[src/rtl/nibble_serial_accumulator.sv]
// Serial accumulator summing NUM_OPS 4-bit operands one nibble per clock through a 4-bit ripple adder.
// Optional saturation on overflow enabled by defining ACC_SAT_EN.

module ripple_adder_4bit (
  input  logic [3:0] a,
  input  logic [3:0] b,
  input  logic       cin,
  output logic [3:0] sum,
  output logic       cout
);

  logic carry;

  always_comb begin
    carry = cin;
    sum   = 4'h0;
    for (int i = 0; i < 4; i++) begin
      sum[i] = a[i] ^ b[i] ^ carry;
      carry  = (a[i] & b[i]) | (carry & (a[i] ^ b[i]));
    end
    cout = carry;
  end

endmodule

module nibble_serial_accumulator #(
  parameter int unsigned ACC_W   = 8,
  parameter int unsigned NUM_OPS = 4
) (
  input  logic             clk,
  input  logic             reset,
  input  logic             in_valid,
  output logic             in_ready,
  input  logic [3:0]       in_a,
  input  logic             in_cin,
  output logic             out_valid,
  input  logic             out_ready,
  output logic [ACC_W-1:0] result,
  output logic             ovf
);

  localparam int unsigned NIB   = ACC_W / 4;
  localparam int unsigned NIB_W = (NIB > 1) ? $clog2(NIB) : 1;
  localparam int unsigned CNT_W = $clog2(NUM_OPS + 1);

  typedef enum logic [1:0] {StWaitOp, StAdd, StDone} state_e;

  state_e             state_q, state_d;
  logic [ACC_W-1:0]   acc_q, acc_d;
  logic [3:0]         a_q, a_d;
  logic               carry_q, carry_d;
  logic [NIB_W-1:0]   nib_q, nib_d;
  logic [CNT_W-1:0]   count_q, count_d;
  logic               ovf_q, ovf_d;

  logic [3:0]         add_a, add_b, add_sum;
  logic               add_cout;

  // Operand only enters at nibble 0; higher nibbles just propagate the carry.
  assign add_a = acc_q[4*nib_q +: 4];
  assign add_b = (nib_q == '0) ? a_q : 4'h0;

  ripple_adder_4bit u_adder (
    .a    (add_a),
    .b    (add_b),
    .cin  (carry_q),
    .sum  (add_sum),
    .cout (add_cout)
  );

  always_comb begin
    state_d = state_q;
    acc_d   = acc_q;
    a_d     = a_q;
    carry_d = carry_q;
    nib_d   = nib_q;
    count_d = count_q;
    ovf_d   = ovf_q;

    unique case (state_q)
      StWaitOp: begin
        if (in_valid) begin
          a_d     = in_a;
          carry_d = in_cin;
          nib_d   = '0;
          state_d = StAdd;
        end
      end
      StAdd: begin
        carry_d = add_cout;
        nib_d   = nib_q + NIB_W'(1);
`ifdef ACC_SAT_EN
        // Once saturated, remaining operands are still sequenced but leave acc at all-ones.
        if (!ovf_q) begin
          acc_d[4*nib_q +: 4] = add_sum;
        end
`else
        acc_d[4*nib_q +: 4] = add_sum;
`endif
        if (nib_q == NIB_W'(NIB - 1)) begin
          if (add_cout) begin
            ovf_d = 1'b1;
`ifdef ACC_SAT_EN
            acc_d = '1;
`endif
          end
          count_d = count_q + CNT_W'(1);
          state_d = (count_q == CNT_W'(NUM_OPS - 1)) ? StDone : StWaitOp;
        end
      end
      StDone: begin
        if (out_ready) begin
          acc_d   = '0;
          count_d = '0;
          ovf_d   = 1'b0;
          state_d = StWaitOp;
        end
      end
      default: state_d = StWaitOp;
    endcase
  end

  always_ff @(posedge clk) begin
    if (reset) begin
      state_q <= StWaitOp;
      acc_q   <= '0;
      a_q     <= 4'h0;
      carry_q <= 1'b0;
      nib_q   <= '0;
      count_q <= '0;
      ovf_q   <= 1'b0;
    end else begin
      state_q <= state_d;
      acc_q   <= acc_d;
      a_q     <= a_d;
      carry_q <= carry_d;
      nib_q   <= nib_d;
      count_q <= count_d;
      ovf_q   <= ovf_d;
    end
  end

  assign in_ready  = (state_q == StWaitOp);
  assign out_valid = (state_q == StDone);
  assign result    = acc_q;
  assign ovf       = ovf_q;

endmodule

[config.mk]
export PLATFORM = sky130hd
export DESIGN_NAME = nibble_serial_accumulator
export DESIGN_NICKNAME = d
export VERILOG_FILES = /design/src/rtl/nibble_serial_accumulator.sv
export SDC_FILE = /design/constraint.sdc
export NUM_CORES = 1
export LEC_CHECK = 0
export BUFFER_PORTS_ARGS = -buffer_cell sky130_fd_sc_hd__buf_4
export CAP_MARGIN = 0
export CORE_UTILIZATION = 56
export DETAILED_ROUTE_END_ITERATION = 7
export GPL_TIMING_DRIVEN = 0
export MAX_ROUTING_LAYER = met4
export PLACE_DENSITY_LB_ADDON = 0.12
export SETUP_SLACK_MARGIN = 0.4
export SKIP_CTS_REPAIR_TIMING = 1
export SYNTH_ARGS = -nofsm -noshare
export SYNTH_HDL_FRONTEND = slang
export SYNTH_SLANG_ARGS = --single-unit
[constraint.sdc]
create_clock -name clk -period 4.1 [get_ports clk]
set_input_delay 0.41 -clock clk [delete_from_list [all_inputs] [get_ports clk]]
set_output_delay 0.41 -clock clk [all_outputs]
set_load 0.01 [all_outputs]
Word-level counts from Yosys, hierarchy flattened:

Index checks and enable logic that the tools add are counted.

* register bits: 20
* word-level logic and storage cells: 69
* bits of input ports: 9

* bitwise logic cells: 20
* shift operators: 3
* eq/ne operators: 7
* add/sub/neg operators: 3
* reductions and logical operators: 9
* muxes and demuxes: 20

Operators with widths (count)
* 3-bit negator with 34-bit output: 1
* 4-bit by 34-bit variable shift with 8-bit output (first input constant): 1
* 4-bit by 34-bit variable part select with 8-bit output: 1
* 8-bit case mux with 2 select lines: 1
* 1-bit bitwise AND: 8
* 8-bit bitwise mux: 1
* 2-bit 2-to-1 mux: 4
* 8-bit 2-to-1 mux: 1
* 8-bit by 4-bit variable part select with 4-bit output: 1
* 1-bit XOR: 8
* 3-bit 2-to-1 mux: 2
* 2-bit != test (second input constant): 3
* 1-bit case mux with 2 select lines: 3
* 2-bit case mux with 3 select lines: 1
* 3-bit case mux with 2 select lines: 1
* 2-bit AND reduction: 3
* 3-bit AND reduction: 2
* 1-bit 2-to-1 mux: 5
* 4-bit 2-to-1 mux: 1
* 1-bit bitwise OR: 4
* 4-bit AND reduction: 1
* 2-bit nonzero test: 2
* 3-bit by 1-bit adder with 3-bit output (second input constant): 1
* 3-bit by 2-bit equality test with 1-bit output (second input constant): 1
* other kinds (5): 5

Longest topological paths before layout:

Gate-level depths: netlist of run 1.

* word-level depth: 13
* mapped depth: 10
* gate-level depth less buffers: 9

Cells and area by module:

From an unflattened synthesis of run 1, not the netlist that was laid out.

* cell total of the unflattened synthesis: 108
* area total of the unflattened synthesis: 1034.7 sq um

By module, submodules not included
* nibble_serial_accumulator: times used 1, area each 917.1 sq um, cells each 94
* ripple_adder_4bit: times used 1, area each 117.6 sq um, cells each 14

Worst setup path after synthesis of run 1:

OpenSTA, ideal clock, no wires.

* path kind: register to register
* start point: reg nib_q
* end point: reg carry_q
* data arrival time: 2246 ps
* required time: 3978 ps
* cell stages (with the launch flop): 10
* clock period less this slack: 2368 ps
* path slack: 1732 ps
* cells stage by stage: dfxtp_1 -> buf_4 -> mux2_2 -> fa_1 -> inv_1 -> fa_1 -> fa_1 -> inv_1 -> fa_1 -> o311a_1

* cells in the longest elaborated chain, start to end: 11

RTL lines
* from (decl): RTL line 52 `logic [NIB_W-1:0] nib_q, nib_d;`
* from (signal assigned): RTL line 137 `nib_q <= nib_d;`
* 8-bit by 4-bit variable part select with 4-bit output or 4-bit 2-to-1 mux (tied branches): RTL line 60, 61
* 1-bit XOR: RTL line 19 `carry = (a[i] & b[i]) | (carry & (a[i] ^ b[i]));`
* 1-bit bitwise AND: RTL line 19
* 1-bit bitwise OR: RTL line 19
* 1-bit bitwise AND: RTL line 19
* 1-bit bitwise OR: RTL line 19
* 1-bit bitwise AND: RTL line 19
* 1-bit bitwise OR: RTL line 19
* 1-bit bitwise AND: RTL line 19
* 1-bit bitwise OR (*): RTL line 19
* 1-bit case mux with 2 select lines (*): RTL line 80 `unique case (state_q)`
* to (signal assigned): RTL line 136 `carry_q <= carry_d;`
* to (decl): RTL line 51 `logic carry_q, carry_d;`

Mark *: on every way between the ends. The rest lies on a longest branch, timed or not.
A chain may end at the register's enable or synchronous reset.

Final worst setup path of run 1:

* start point: reg nib_q
* end point: reg acc_q[3] (netlist: result[3])

* cells in the longest elaborated chain, start to end: 12

RTL lines
* 8-bit by 4-bit variable part select with 4-bit output or 4-bit 2-to-1 mux (tied branches): RTL line 60, 61
* 1-bit XOR: RTL line 18, 19
* 1-bit bitwise AND: RTL line 19
* 1-bit bitwise OR: RTL line 19
* 1-bit bitwise AND: RTL line 19
* 1-bit bitwise OR: RTL line 19
* 1-bit bitwise AND: RTL line 19
* 1-bit bitwise OR: RTL line 19
* 1-bit XOR: RTL line 18 `sum[i] = a[i] ^ b[i] ^ carry;`
* 4-bit by 34-bit variable part select with 8-bit output: RTL line 98 `acc_d[4*nib_q +: 4] = add_sum;`
* 8-bit bitwise mux (*): RTL line 98
* 8-bit case mux with 2 select lines (*): RTL line 80
* to (signal assigned): RTL line 126 `acc_q <= '0;`
* to (signal assigned): RTL line 134 `acc_q <= acc_d;`
* to (decl): RTL line 49 `logic [ACC_W-1:0] acc_q, acc_d;`

Marks and branches as above.

==> results of run 1 <==
## final cells by class
cell class | count | area [um2]
buffer | 6 | 45.0
clock buffer | 3 | 22.5
clock inverter | 1 | 30.0
fill | 124 | 382
inverter | 7 | 26.3
multi-input combinational | 64 | 515
sequential | 20 | 400
tap | 16 | 20.0
timing repair buffer | 18 | 135
## kinds of logic after synthesis
logic type	share of synthesized area
AOI/OAI and AO/OA	0.106
xor gates and xnor gates	0.00887
adders and majority gates	0.106
buffers and inverters	0.0722
DFF	0.406
muxes	0.144
and+or+nand+nor	0.156
## layout by cell type, fill, tap and decap left out, drive strengths merged, types with 2 or more instances in the layout
master / n
buf: 24
nor2: 20
dfxtp: 20
mux2i: 12
inv: 7
a211oi: 5
fa: 4
nor2b: 3
a21oi: 3
clkbuf: 3
nor3b: 3
mux2: 2
nand2: 2
ha: 2
## layer usage
layer  up-vias  GRT usage  part of all wire
li1        367          -                 -
met1       353      0.268              0.44
met2        21      0.385              0.49
met3         7     0.0250             0.038
met4         0      0.145             0.032
met5         -          -                 0
## critical path, stage by stage, from the launching register on
cell	delay, ps
dfxtp_1	320
buf_4	170
mux2_2	240
fa_1	160
inv_1	50
fa_1	370
fa_1	360
inv_1	70
fa_1	430
mux2i_1	160
nor2_1	50
## how the worst max path moves through the flow
stage,startpoint,endpoint,slack (ps)
after global routing,nib_q,carry_q,1490
after detailed placement,nib_q,result[3],1610
final,nib_q,result[3],1600
after global placement,nib_q,carry_q,1620
after floorplan,nib_q,carry_q,1730
after CTS,nib_q,result[3],1600
## where the power goes
group          switching (mW)  internal, mW
registers             0.00773         0.204
clock network          0.0619        0.0988
logic                  0.0347        0.0357
total                   0.104         0.339
## state kept, by name (all words and copies together), names as in the netlist
register and flops:
carry_q 1, a_q 4, state_q 2, ovf 1
result 8, count_q 3, nib_q 1
## metrics by stage
step,power (mW),util,instance area [um2],hold WS [ps]
floorplan,0.264,-,987,452
global placement,0.285,0.725,1140,458
detailed placement,0.287,0.725,1140,487
CTS,0.447,0.758,1190,329
global route,0.460,0.758,1190,354
finish,0.443,0.758,1190,333
==> results.toml, run 1 <==
[die]
start_util = 0.626
die_height_um = 44.0
die-area_mm2 = 0.00193
ios = 20
fp-row-count = 14
die_w_um = 44.0
core-area_mm2 = 0.00158

[timing]
slew_headroom = 0.735
tightestPinTransition_ps = 396
fmax_mhz = 400
period_share = 0.609
final.setup.tns_ps = 0
skew_ps = 8.63
rsz0062_at_grt = "no"
final_max_slew_viol_count = 0
setup_viol = 0
finalWorstSetupSlack_ps = 1600
hold_viol_final = 0
finalCriticalPeriod_ps = 2500

[routing]
routedWlPerCell_um = 13.3
via_count = 748
drc = 1
routed_via_density = 5.54
wirelength_um = 1800
drt_iter0_markers = 8
dr.pass1.iters = 6
ant_nets = 0

[logic_synthesis]
synthTopCellsByArea = "dfxtp_1 41%, mux2i_1 12%, fa_1 8.1%, nor2_1 7.6%, a211oi_2 3.8%"
synth_nets = 112
synth_cells = 97
ys_seq_elements = 20
ys_seq_area_frac = 0.406
synthFlopType = "dfxtp_1"
yosys_warnings = 0
synth_commonest_cells = "20 x dfxtp_1, 20 x nor2_1, 12 x mux2i_1"
avgSynthCellArea_um2 = 10.2
synthDistinctLibCells = 26
yosysTopAreaCellShare = 0.406
synth_edf_count = 0
ys_async_sr_fraction = 0
synth_top_area_cell = "dfxtp_1"
netlist_area_um2 = 987

[cts]
root_buffer = "clkbuf_4"
clk_pin_slew_ps = 120
clk_path_buf_depth = 2
cts_max_level = 1
clkSinkCount = 20
cts_made_buffers = 3
cts_tree = "built"
clock_latency_ps = 310

[place]
dp.cells = 131
place_congestion = 0.802
dp_hpwl_um = 1360
place_ws_ps = 1610
port_buffers = 18

[setup_path]
cp-start-kind = "flop"
endpoint_kind = "flop"
r2r_start = "nib_q"
reg2reg_depth = 10
r2r_end = "result[3]"
path_class = "reg2reg"
cp_max_fo = 10
required_ps = 4310
rrSetupSlack_ps = 1600
cp.arrival_ps = 2700

[min_path]
min_from = "in_a[0]"
hp-class = "in2reg"
holdPathStages = 3
holdPathEnd = "a_q[0]"

[power_and_ir_drop]
power_leakage_nw = 0.525
p_per_area_mw_per_mm2 = 371
vdd_drop_max_mv = 0.309

[global_route]
grt_max_degree = 13
grt_pass1_wl_um = 3110
grt.overflow.total = 0
grt_pass1_vias = 721
grt_usage = 0.233
antenna_found_initial = 0

[cells_and_area]
stdcell_count = 135
nNetsFinal = 135
syn2layout_area_growth_pct = 21.0
antenna_cells = 0
drive_gt1_frac = 0.286

[status]
status = "complete, but fails checks"
violations = "DRC"

[job]
max-cap-violations = 0
(Power assumes the default switching activity.)
==> run 2: changes to the inputs <==
--- a/config.mk
+++ b/config.mk
@@ -5,9 +5,10 @@
 export SDC_FILE = /design/constraint.sdc
 export NUM_CORES = 1
 export LEC_CHECK = 0
+export ABC_AREA = 1
 export BUFFER_PORTS_ARGS = -buffer_cell sky130_fd_sc_hd__buf_4
 export CAP_MARGIN = 0
-export CORE_UTILIZATION = 56
+export CORE_UTILIZATION = 54
 export DETAILED_ROUTE_END_ITERATION = 7
 export GPL_TIMING_DRIVEN = 0
 export MAX_ROUTING_LAYER = met4
==> constraint.sdc (replaced) <==
create_clock -name clk -period 2.39 [get_ports clk]
set_input_delay 0.239 -clock clk [delete_from_list [all_inputs] [get_ports clk]]
set_output_delay 0.239 -clock clk [all_outputs]
set_load 0.01 [all_outputs]
==> results.toml, run 2 <==
[status]
status = "finished clean"

[cells_and_area]
nNetsFinal = 176
multi_input_area_um2 = 641
final_common_cell = "buf_4"
stdcell_count = 187
syn2layout_area_growth_pct = 25.2
fillers = 182
antenna_cells = 0
regArea_um2 = 404
drive_gt1_frac = 0.456
layout_common_cells = "24 x buf_4, 19 x dfxtp_1, 15 x nand2_1"
final_core_util = 0.724
largest_reg_flops = 8

[timing]
finalWorstSetupSlack_ps = 18.9
slew_headroom = 0.823
hold_viol_final = 0
finalCriticalPeriod_ps = 2370
setup_viol = 0
final_max_slew_viol_count = 0
period_share = 0.992
tightestPinTransition_ps = 258
skew_ps = 4.21
fmax_mhz = 422
rsz0062_at_grt = "yes"
whs_ps = 112

[logic_synthesis]
ys_async_sr_fraction = 0
ys_seq_elements = 20
synthFlopType = "dfxtp_1"
synthDistinctLibCells = 23
yosysTopAreaCellShare = 0.353
synth_top_area_cell = "dfxtp_1"
avgSynthCellArea_um2 = 8.60
synthTopCellsByArea = "dfxtp_1 35%, nand3_2 7.9%, fa_1 7.1%, nand2_1 6.0%, a21oi_2 5.4%"
ys_seq_area_frac = 0.353
synth_cells = 132
yosys_warnings = 0
synth_nets = 147
synth_edf_count = 0
synth_commonest_cells = "20 x dfxtp_1, 18 x nand2_1, 13 x nor2_1"
netlist_area_mm2 = 0.00113
synth.most_common_cell = "dfxtp_1"

[setup_path]
endpoint_kind = "flop"
cp-start-kind = "flop"
required_ps = 2590
cp.arrival_ps = 2570
cp_max_fo = 7
path_class = "reg2reg"

[cts]
cts_max_level = 1
root_buffer = "clkbuf_4"
clk_path_buf_depth = 2
clkSinkCount = 20
clock_latency_ps = 310
cts_tree = "built"
clk_pin_slew_ps = 110
cts_made_buffers = 3

[power_and_ir_drop]
power_leakage_nw = 0.608
combPwrFrac = 0.222
p_per_area_mw_per_mm2 = 485
p_int_mw = 0.484
vdd_drop_max_mv = 0.348
sw_frac_of_total = 0.298
seq_power_share = 0.528
switchingPower_mw = 0.205
p_clk_frac = 0.250

[routing]
ant_nets = 0
drc = 0
routedWlPerCell_um = 13.1
dr.pass1.iters = 4
via_count = 990
wirelength_um = 2460
routed_via_density = 5.29
drt_iter0_markers = 19

[die]
die_w_um = 47.8
start_util = 0.578
die_height_um = 47.8
core-area_mm2 = 0.00196
fp-row-count = 16
die-area_mm2 = 0.00229
ios = 20

[place]
place_ws_ps = 25.9
port_buffers = 19
place_congestion = 0.809
dp.cells = 178
dp_hpwl_um = 1740

[global_route]
grt_usage = 0.253
grt.overflow.total = 0
grt_max_degree = 12
grt_pass1_wl_um = 3780
antenna_found_initial = 0
grt_pass1_vias = 857

[min_path]
hp-class = "in2reg"

[job]
max-cap-violations = 0
[run 2: final timing paths]
kind,from,end,slack [ps],depth (start not counted)
max,nib_q,result[7],20,10
min,reset,state_q[0],110,2
max reg2reg,nib_q,result[7],20,10
min reg2reg,ovf,ovf,460,2
[run 2: area by class of cell]
class | instances | share of cell area
Clock buffer | 4 | 0.0185
Inverter | 17 | 0.0502
Sequential cell | 20 | 0.284
Tap cell | 27 | 0.0238
Multi-Input combinational cell | 89 | 0.451
Timing Repair Buffer | 24 | 0.127
Buffer | 6 | 0.0458
[run 2: through the flow]
stage | power [mW] | setup TNS [ps] | instance area, um2
floorplan | 0.463 | 0 | 1150
global placement | 0.502 | 0 | 1330
detailed placement | 0.506 | 0 | 1330
CTS | 0.669 | 0 | 1350
global route | 0.721 | -150 | 1420
finish | 0.689 | 0 | 1420
[run 2: cells by family after synthesis]
| family | after synthesis | synth area share |
|---|---|---|
| and+or+nand+nor | 60 | 0.309 |
| buffers and inverters | 23 | 0.109 |
| AOI/OAI and AO/OA | 21 | 0.119 |
| DFF | 20 | 0.353 |
| adders and majority gates | 6 | 0.0926 |
| muxes | 2 | 0.0176 |
[run 2: worst max-delay path, cell delays in order, from the launching register on]
cell     delay, ps
dfxtp_4        390
buf_8          140
nor2_2         130
fa_2           220
inv_2           40
fa_2           330
fa_2           350
inv_2           60
fa_2           430
nand4_1        100
a21oi_1         60
[run 2: power by group through the flow]
stage,Sequential [mW],Clock [mW],Combinational (mW)
2_1_floorplan,0.370,0,0.0926
3_3_place_gp,0.369,0,0.132
3_5_place_dp,0.370,0,0.136
4_1_cts,0.363,0.170,0.136
5_1_grt,0.366,0.184,0.170
6_report,0.364,0.172,0.153
[run 2: routing by layer]
metal	share of wire	vias up	global-route usage
li1	-	496	-
met1	0.44	469	0.307
met2	0.51	21	0.403
met3	0.037	4	0.0528
met4	0.016	0	0.106
met5	0	-	-
==> run 3: changes to the inputs <==
--- a/config.mk
+++ b/config.mk
@@ -8,7 +8,7 @@
 export ABC_AREA = 1
 export BUFFER_PORTS_ARGS = -buffer_cell sky130_fd_sc_hd__buf_4
 export CAP_MARGIN = 0
-export CORE_UTILIZATION = 54
+export CORE_UTILIZATION = 49
 export DETAILED_ROUTE_END_ITERATION = 7
 export GPL_TIMING_DRIVEN = 0
 export MAX_ROUTING_LAYER = met4
==> constraint.sdc (replaced) <==
create_clock -name clk -period 2.1 [get_ports clk]
set_input_delay 0.21 -clock clk [delete_from_list [all_inputs] [get_ports clk]]
set_output_delay 0.21 -clock clk [all_outputs]
set_load 0.01 [all_outputs]
==> results.toml, run 3 (same netlist as run 2, synthesis figures left out) <==
[die]
start_util = 0.518
die_w_um = 50.1
ios = 20
core-area_mm2 = 0.00219
die_height_um = 50.1
die-area_mm2 = 0.00251
fp-row-count = 17

[global_route]
grt_max_degree = 12
use_met3 = 0.0278
use_met2 = 0.338
grt_usage = 0.219
antenna_found_initial = 0
grt_pass1_vias = 869
grtUsageMet1 = 0.279
grt_pass1_wl_um = 3910
top_usage_layer = "met2"
grt.overflow.total = 0

[cells_and_area]
layout_common_cells = "24 x buf_4, 19 x dfxtp_1, 15 x nand2_1"
fillers = 205
final_core_util = 0.651
stdcell_count = 188
drive_gt1_frac = 0.475
syn2layout_area_growth_pct = 25.7
nNetsFinal = 176
largest_reg_flops = 8
antenna_cells = 0
final_common_cell = "buf_4"

[cts]
clkSinkCount = 20
clock_latency_ps = 300
cts_max_level = 1
clk_path_buf_depth = 2
cts_made_buffers = 3
clk_pin_slew_ps = 120
cts_tree = "built"
root_buffer = "clkbuf_4"

[setup_path]
cpMostUsedCell = "fa_2"
critPathBufInv = 3
max_stage_delay_ps = 440
cp-start-kind = "flop"
critPathSlowestCell = "fa_2"
cpLargestDelayFamily = "adder cells"
cp.arrival_ps = 2560
cp_max_fo = 7
worstPathCellList = "buf_8 > nand2_4 > nand2_4 > fa_2 > inv_2 > fa_2 > fa_2 > inv_2 > fa_2 > nand4_1 > a21oi_2"
endpoint_kind = "flop"
required_ps = 2300
path_class = "reg2reg"

[timing]
slew_headroom = 0.816
finalCriticalPeriod_ps = 2360
period_share = 1.12
rsz0062_at_grt = "yes"
final.setup.tns_ps = -626
skew_ps = 5.28
tightestPinTransition_ps = 269
hold_viol_final = 0
final_max_slew_viol_count = 0
fmax_mhz = 424
setup_viol = 4
finalWorstSetupSlack_ps = -258
whs_ps = 98.1

[place]
dp_hpwl_um = 1810
place_congestion = 0.815
dp.cells = 179
port_buffers = 19
place_ws_ps = -276

[min_path]
hp-class = "in2reg"

[power_and_ir_drop]
p_per_area_mw_per_mm2 = 551
power_leakage_nw = 0.604
vdd_drop_max_mv = 0.391

[routing]
routed_via_density = 5.18
routedWlPerCell_um = 13.6
via_count = 974
wirelength_um = 2570
ant_nets = 0
drt_iter0_markers = 14
drc = 0
dr.pass1.iters = 4

[status]
violations = "setup timing"
status = "complete, but fails checks"

[job]
max-cap-violations = 0
==> run 3: cell types whose count changed in the layout (fill, tap and decap cells not counted) <==
cell     delta
a21oi_1     -1
a21oi_2     +1
inv_1       -2
inv_2       +2
==> run 3: metal layers <==
| layer | wire (um) | vias up |
|---|---|---|
| met1 | 1260 | 465 |
| met2 | 1240 | 13 |
| met4 | 18 | 0 |
| met3 | 51 | 2 |
| met5 | 0 | - |
| li1 | - | 494 |
==> run 3: layout make-up <==
| cell class | instances | area, um2 | area share |
|---|---|---|---|
| flip-flops and latches | 20 | 404 | 0.283 |
| inverters | 17 | 71.3 | 0.0500 |
| repair buffers | 24 | 180 | 0.126 |
| well taps | 28 | 35.0 | 0.0246 |
| clock buffers | 4 | 26.3 | 0.0184 |
| plain buffers | 6 | 65.1 | 0.0456 |
| multi-input cells | 89 | 644 | 0.452 |
==> run 3: worst paths after layout <==
check | slack, ps | end | start | depth (start not counted)
worst max register to register | -260 | result[7] | nib_q | 11
worst min-delay path | 100 | state_q[0] | reset | 2
worst min register to register | 460 | ovf | ovf | 2
worst max-delay path | -260 | result[7] | nib_q | 11
==> run 3: report_power, final <==
group          switching, mW  internal [mW]
Combinational         0.0964         0.0805
Clock                  0.120         0.0741
Sequential            0.0164          0.398
Total                  0.233          0.552
==> run 3: metrics by stage <==
stage | power, mW | cell area (um2)
final | 0.785 | 1430
after global routing | 0.827 | 1430
after CTS | 0.770 | 1350
after detailed placement | 0.579 | 1330
after global placement | 0.574 | 1330
after floorplan | 0.528 | 1150
